===== config.mk =====
export PLATFORM = sky130hd
export DESIGN_NAME = reg_file
export DESIGN_NICKNAME = d
export VERILOG_FILES = /design/src/rtl/cpu_pkg.sv /design/src/rtl/reg_file_flag_reg.sv /design/src/rtl/reg_file.sv
export SDC_FILE = /design/constraint.sdc
export NUM_CORES = 1
export LEC_CHECK = 0
export BUFFER_PORTS_ARGS = -buffer_cell sky130_fd_sc_hd__clkbuf_2
export CAP_MARGIN = 40
export CELL_PAD_IN_SITES_DETAIL_PLACEMENT = 1
export CELL_PAD_IN_SITES_GLOBAL_PLACEMENT = 2
export CORE_MARGIN = 2
export CORE_UTILIZATION = 38
export DETAILED_ROUTE_END_ITERATION = 8
export HOLD_SLACK_MARGIN = 0.08
export PLACE_DENSITY_LB_ADDON = 0.15
export SETUP_SLACK_MARGIN = 0.02
export SYNTH_ARGS = -nofsm -noshare
export SYNTH_HDL_FRONTEND = slang
export SYNTH_HIERARCHICAL = 1
export SYNTH_SLANG_ARGS = --single-unit

===== constraint.sdc =====
create_clock -name clk -period 1.8 [get_ports clk]
set_clock_uncertainty 0.1 [all_clocks]
set_input_delay 0.27 -clock clk [delete_from_list [all_inputs] [get_ports clk]]
set_output_delay 0.27 -clock clk [all_outputs]
set_load 0.02 [all_outputs]

===== src/rtl/cpu_pkg.sv =====
// Shared types for the 8-bit core: operand width, register count and the
// status-flag layout used by the register file, ALU and decoder.
package cpu_pkg;

  localparam int DATA_W   = 8;
  localparam int NUM_REGS = 8;
  localparam int ADDR_W   = $clog2(NUM_REGS);

  typedef logic [DATA_W-1:0] data_t;
  typedef logic [ADDR_W-1:0] reg_addr_t;

  typedef struct packed {
    logic eq;
    logic lt;
  } flags_t;

endpackage


===== src/rtl/reg_file_flag_reg.sv =====
// Status-flag register: captures the ALU compare outputs when enabled,
// cleared by the synchronous active-low reset.
module flag_reg
  import cpu_pkg::*;
(
  input  logic   clk,
  input  logic   rst_n,
  input  logic   en,
  input  flags_t d,
  output flags_t q
);

  always_ff @(posedge clk) begin
    if (!rst_n) begin
      q <= '0;
    end else if (en) begin
      q <= d;
    end
  end

endmodule


===== src/rtl/reg_file.sv =====
// Architectural register file: two combinational read ports feeding the ALU,
// one write port for the ALU/shifter result, plus the compare-flag register.
module reg_file #(
  parameter  int DATA_W   = cpu_pkg::DATA_W,
  parameter  int NUM_REGS = cpu_pkg::NUM_REGS,
  localparam int ADDR_W   = $clog2(NUM_REGS)
) (
  input  logic              clk,
  input  logic              rst_n,
  input  logic [ADDR_W-1:0] raddr_a,
  input  logic [ADDR_W-1:0] raddr_b,
  output logic [DATA_W-1:0] rdata_a,
  output logic [DATA_W-1:0] rdata_b,
  input  logic              we,
  input  logic [ADDR_W-1:0] waddr,
  input  logic [DATA_W-1:0] wdata,
  input  logic              flag_we,
  input  logic              equal_in,
  input  logic              less_in,
  output logic              flag_eq,
  output logic              flag_lt
);

  import cpu_pkg::*;

  localparam logic [ADDR_W:0] DEPTH = NUM_REGS[ADDR_W:0];

  logic [DATA_W-1:0] regs [NUM_REGS];
  flags_t            flags_d;
  flags_t            flags_q;

  // Reads see only stored state; forwarding wdata would close a loop through the ALU.
  assign rdata_a = ({1'b0, raddr_a} < DEPTH) ? regs[raddr_a] : '0;
  assign rdata_b = ({1'b0, raddr_b} < DEPTH) ? regs[raddr_b] : '0;

  always_ff @(posedge clk) begin
    if (!rst_n) begin
      for (int i = 0; i < NUM_REGS; i++) begin
        regs[i] <= '0;
      end
    end else if (we && ({1'b0, waddr} < DEPTH)) begin
      regs[waddr] <= wdata;
    end
  end

  assign flags_d.eq = equal_in;
  assign flags_d.lt = less_in;

  flag_reg u_flag_reg (
    .clk   (clk),
    .rst_n (rst_n),
    .en    (flag_we),
    .d     (flags_d),
    .q     (flags_q)
  );

  assign flag_eq = flags_q.eq;
  assign flag_lt = flags_q.lt;

endmodule

Yosys cells after proc, flatten, opt, wreduce, memory -nomap -nowiden
Memories as Yosys holds them, arrays and structs flattened. Cells that the tools add are included.

Add/subtract/negate cells: 0. $mul: 0. Div/mod/pow operators: 0. Magnitude comparators: 0. Eq/ne operators: 0. Shift operators: 0. Multiplexer cells: 7. Bitwise logic cells: 0. Reduce and logical (&&, ||, !) cells: 1.

Operator list (count): $mux 8 (1); $reduce_or 8->1 (1); $mux 1 (5); $mux 3 (1).

Register bits: 2. Bits in latches: 0. RAM bits: 64. Bits in read-only memories: 0. Input port bits: 23. Memories kept: 1.

Memories: regs (depth 8, width 8, rd ports 2, clocked after memory_dff 0, wr ports 8, RTL line reg_file.sv:28) `logic [DATA_W-1:0] regs [NUM_REGS];`.

Depth between registers and ports, before layout
Word-level depth: 5. Mapped depth: 4. Depth with buffers taken out: 2.

Hierarchy
Netlist, hierarchy kept.

By module, submodules not included: reg_file (times used 1, cells each 223, area an instance 3523.4 µm²); flag_reg (times used 1, cells each 6, area an instance 72.6 µm²).

Worst setup path before layout
OpenSTA, ideal clock, no wires.

Kind: in2reg. Start point: input rst_n. End point: memory regs[1][0] (enable). Arrival time: 1.457 ns. Data required time: 1.313 ns. Path slack: -0.144 ns. Stages: 3. Buffers on the path: 1. Path through: clkbuf_1 -> nand3_1 -> o31ai_1.

RTL lines: from (decl) (RTL line reg_file.sv:9) `input logic rst_n,`; to (decl) (RTL line reg_file.sv:28).

==> impl_summary.txt <==
----------------------------------------------------
[Run status]
  Violated checks ... setup timing
  Outcome ... finished with violations

[Floorplan]
  Number of cell rows ... 35
  Chip Height ... 101 um
  Initial core utilization ... 0.391
  Floorplan die width ... between 100 and 150 um
  Core area ... slightly above 0.009 mm^2
  Die area ... between 0.01 and 0.015 mm^2
  Number of top-level design ports ... 41

[Flow run]
  Maximum capacitance violations ... 0

[Synthesis]
  Average footprint of a synthesized cell ... roughly 16 um^2
  Synthesized net count ... 252
  Number of unique standard cell types used by synthesis ... 21
  Netlist area before placement ... 0.00360 mm^2
  Sequential area share after synthesis ... 0.546
  Post-Synthesis Cells ... 229
  Post-synthesis register bit count ... 66
  Number of synthesis warnings ... 6

[Worst setup path]
  Worst Setup Start Kind ... register
  Data arrival time of the critical path ... roughly 1.7 ns
  Maximum cell stage delay along the critical path ... around 0.49 ns
  Required time at the endpoint of the critical path ... around 1.4 ns
  Master of the slowest instance on the critical path ... sky130_fd_sc_hd__mux4_2
  Biggest fanout along the worst timing path ... 2
  Worst r2r dst ... u_flag_reg/q[0]
  Critical R2R Launch ... u_flag_reg/q[0]
  Reg-to-reg setup timing slack ... about 1.1 ns
  Category of the most critical setup path ... register to output pin
  Capturing element type of the critical path ... output pin
  Cells along the critical path ... mux4_2 > mux2_4 > buf_6
  Cells on worst reg2reg path ... 2

[Power]
  Pleak ... 1.48 nW
  Maximum VDD drop ... approximately 430 uV
  PnR Total Power ... 0.00362 W
  Power density over the cells ... roughly 850 mW/mm^2

[Clocking]
  H-tree depth ... 3
  Clock latency of the later-clocked register in the worst-skew pair ... about 0.34 ns
  Clock-pin slew of the registers on the worst-case setup and hold paths ... 0.07 ns
  Number of buffers created by CTS ... 9
  Maximum clock insertion buffer count ... 2
  Clock Sinks ... 66
  TritonCTS clock tree ... done
  Post-CTS Setup Bufs ... 0
  Clk Tree Root Cell ... sky130_fd_sc_hd__clkbuf_8

[Finish]
  Layout cell share with drive strength beyond 1 ... 0.442
  Share of the core filled with cells in the final layout ... 0.463
  Commonest non-fill, non-tap cell in the layout ... sky130_fd_sc_hd__edfxtp_1
  Non-Filler Cell Area, Final ... between 0.004 and 0.005 mm^2
  Diode count ... 0
  Most used cells in the layout excluding fill and tap cells ... 64 x sky130_fd_sc_hd__edfxtp_1, 48 x sky130_fd_sc_hd__nor3_1, 32 x sky130_fd_sc_hd__mux4_2
  Area growth from synthesis to layout ... 18.5%
  Final nets ... slightly above 300
  Finished Layout Cells ... approximately 400

[Timing]
  Final hold violation count ... 0
  Period utilisation layout ... 1.15
  Fin. max-slew vios ... 0
  Crit path time final ... between 2 and 2.5 ns
  Setup repair after global routing missed its margin ... yes
  Transition at the pin with the smallest max-transition slack ... between 0.3 and 0.4 ns
  Worst Slack Setup Final ... -0.262 ns
  Setup TNS Final ... -3.78 ns
  Maximum clock rate ... around 0.49 GHz
  Final setup violation count ... 16
  Worst slew slack as a fraction of its limit ... 0.757

[Placed design]
  Input/output buffers ... 40
  Cell count after placement ... 378
  Post-Place Cell Area ... roughly 0.004 mm^2
  Detailed Place HPWL ... 6410 um
  Placer Congestion ... 0.724

[GRT]
  Maximum number of pins on one net before global-route repair ... 27
  Leftover overflow at the end of global routing ... 0
  Overall Global Routing Usage ... 0.198
  Initial antenna violation count ... 0
  Vias in the first global route ... roughly 2.4k
  First-pass GRT wire length ... roughly 14000 um

[Detailed routing]
  Count of nets left with antenna violations after detail routing ... 0
  Residual DRC ... 0
  Routed via count ... about 2.3k
  Number of vias per cell after detailed routing ... 5.79
  Wire per inst ... about 24 um
  Final Routed Wirelength ... ~9400 um
  Violation count after the first detailed-routing iteration ... around 140
  First-pass DRT Iterations ... 4

[Worst hold path]
  Worst min-delay path startpoint ... rst_n
  Type of the tightest min-delay check ... input port to register
  Worst Hold Depth ... 2
  Worst Hold Path EP ... u_flag_reg/q[1]

----------------------------------------------------
[logic make-up (layout without fill, tap and decap cells)]
| family | after synthesis | in the layout | synth area share |
|---|---|---|---|
| and+or+nand+nor | 71 | 71 | 0.106 |
| DFF | 66 | 66 | 0.546 |
| AOI/OAI and AO/OA | 8 | 8 | 0.0125 |
| muxes | 50 | 50 | 0.286 |
| buffers and inverters | 34 | 90 | 0.0494 |
[critical path, delay by kind of cell (launching register included)]
kind / cells / cell delay, ns
mux: 2 / 0.77
buf+inv: 1 / 0.13
flops: 1 / 0.45
[how the worst max path moves through the flow]
stage | slack (ns) | depth (start not counted) | start | to
floorplan | -0.14 | 3 | rst_n | regs[1][0]
global placement | -0.18 | 5 | raddr_a[0] | rdata_a[4]
detailed placement | -0.19 | 5 | raddr_a[0] | rdata_a[4]
CTS | -0.30 | 3 | regs[2][4] | rdata_a[4]
global route | -0.31 | 3 | regs[5][6] | rdata_b[6]
finish | -0.26 | 3 | regs[0][5] | rdata_a[5]
[cell usage after synthesis (all sizes together)]
master	n	area, um^2
nand3b	1	7.51
dfxtp	2	40.0
nor3	48	240
mux4	32	830
buf	10	87.6
nand3	1	5.00
nand2b	2	12.5
mux2	16	180
nor2b	2	12.5
o21ai	6	30.0
edfxtp	64	1920
clkbuf	16	60.1
inv	8	30.0
nand2	1	3.75
mux2i	2	20.0
o31ai	2	15.0
nor4	16	100
[per-stage QoR]
| stage | worst slack (ns) | hold WS (ns) |
|---|---|---|
| 6_report | -0.262 | 0.106 |
| 5_1_grt | -0.313 | 0.100 |
| 4_1_cts | -0.301 | 0.0964 |
| 3_5_place_dp | -0.190 | 0.424 |
| 3_3_place_gp | -0.182 | 0.399 |
| 2_1_floorplan | -0.144 | 0.298 |
[metal layers]
metal | up-vias | GRT usage | share of wire
li1 | 1034 | - | -
met1 | 1178 | 0.259 | 0.44
met2 | 70 | 0.336 | 0.51
met3 | 9 | 0.0331 | 0.035
met4 | 0 | 0.0696 | 0.013
met5 | - | 0 | 0
[registers in the layout, indices dropped and copies added, names as in the netlist]
name,flops
u_flag_reg/q,2
regs,64
[final cells by class]
type,instances,area (um^2)
clock inverters,5,31.3
repair buffers,66,571
fillers,940,4940
multi-input cells,129,1400
well taps,111,139
inverters,8,30.0
clock buffers,11,131
flip-flops and latches,66,1960
[report_power, final]
part	internal [W]	switching, W	total (W)
Sequential	0.00178	0.0000559	0.00184
Combinational	0.000376	0.000349	0.000724
Clock	0.000495	0.000563	0.00106
[repair_timing]
action                                  in CTS  in global routing
endpoints found under the hold margin        2                  0
endpoints found under the setup margin      16                 16
hold buffers                                 2                  0
gates resized for setup                     44                 41
(Power assumes the default switching activity.)
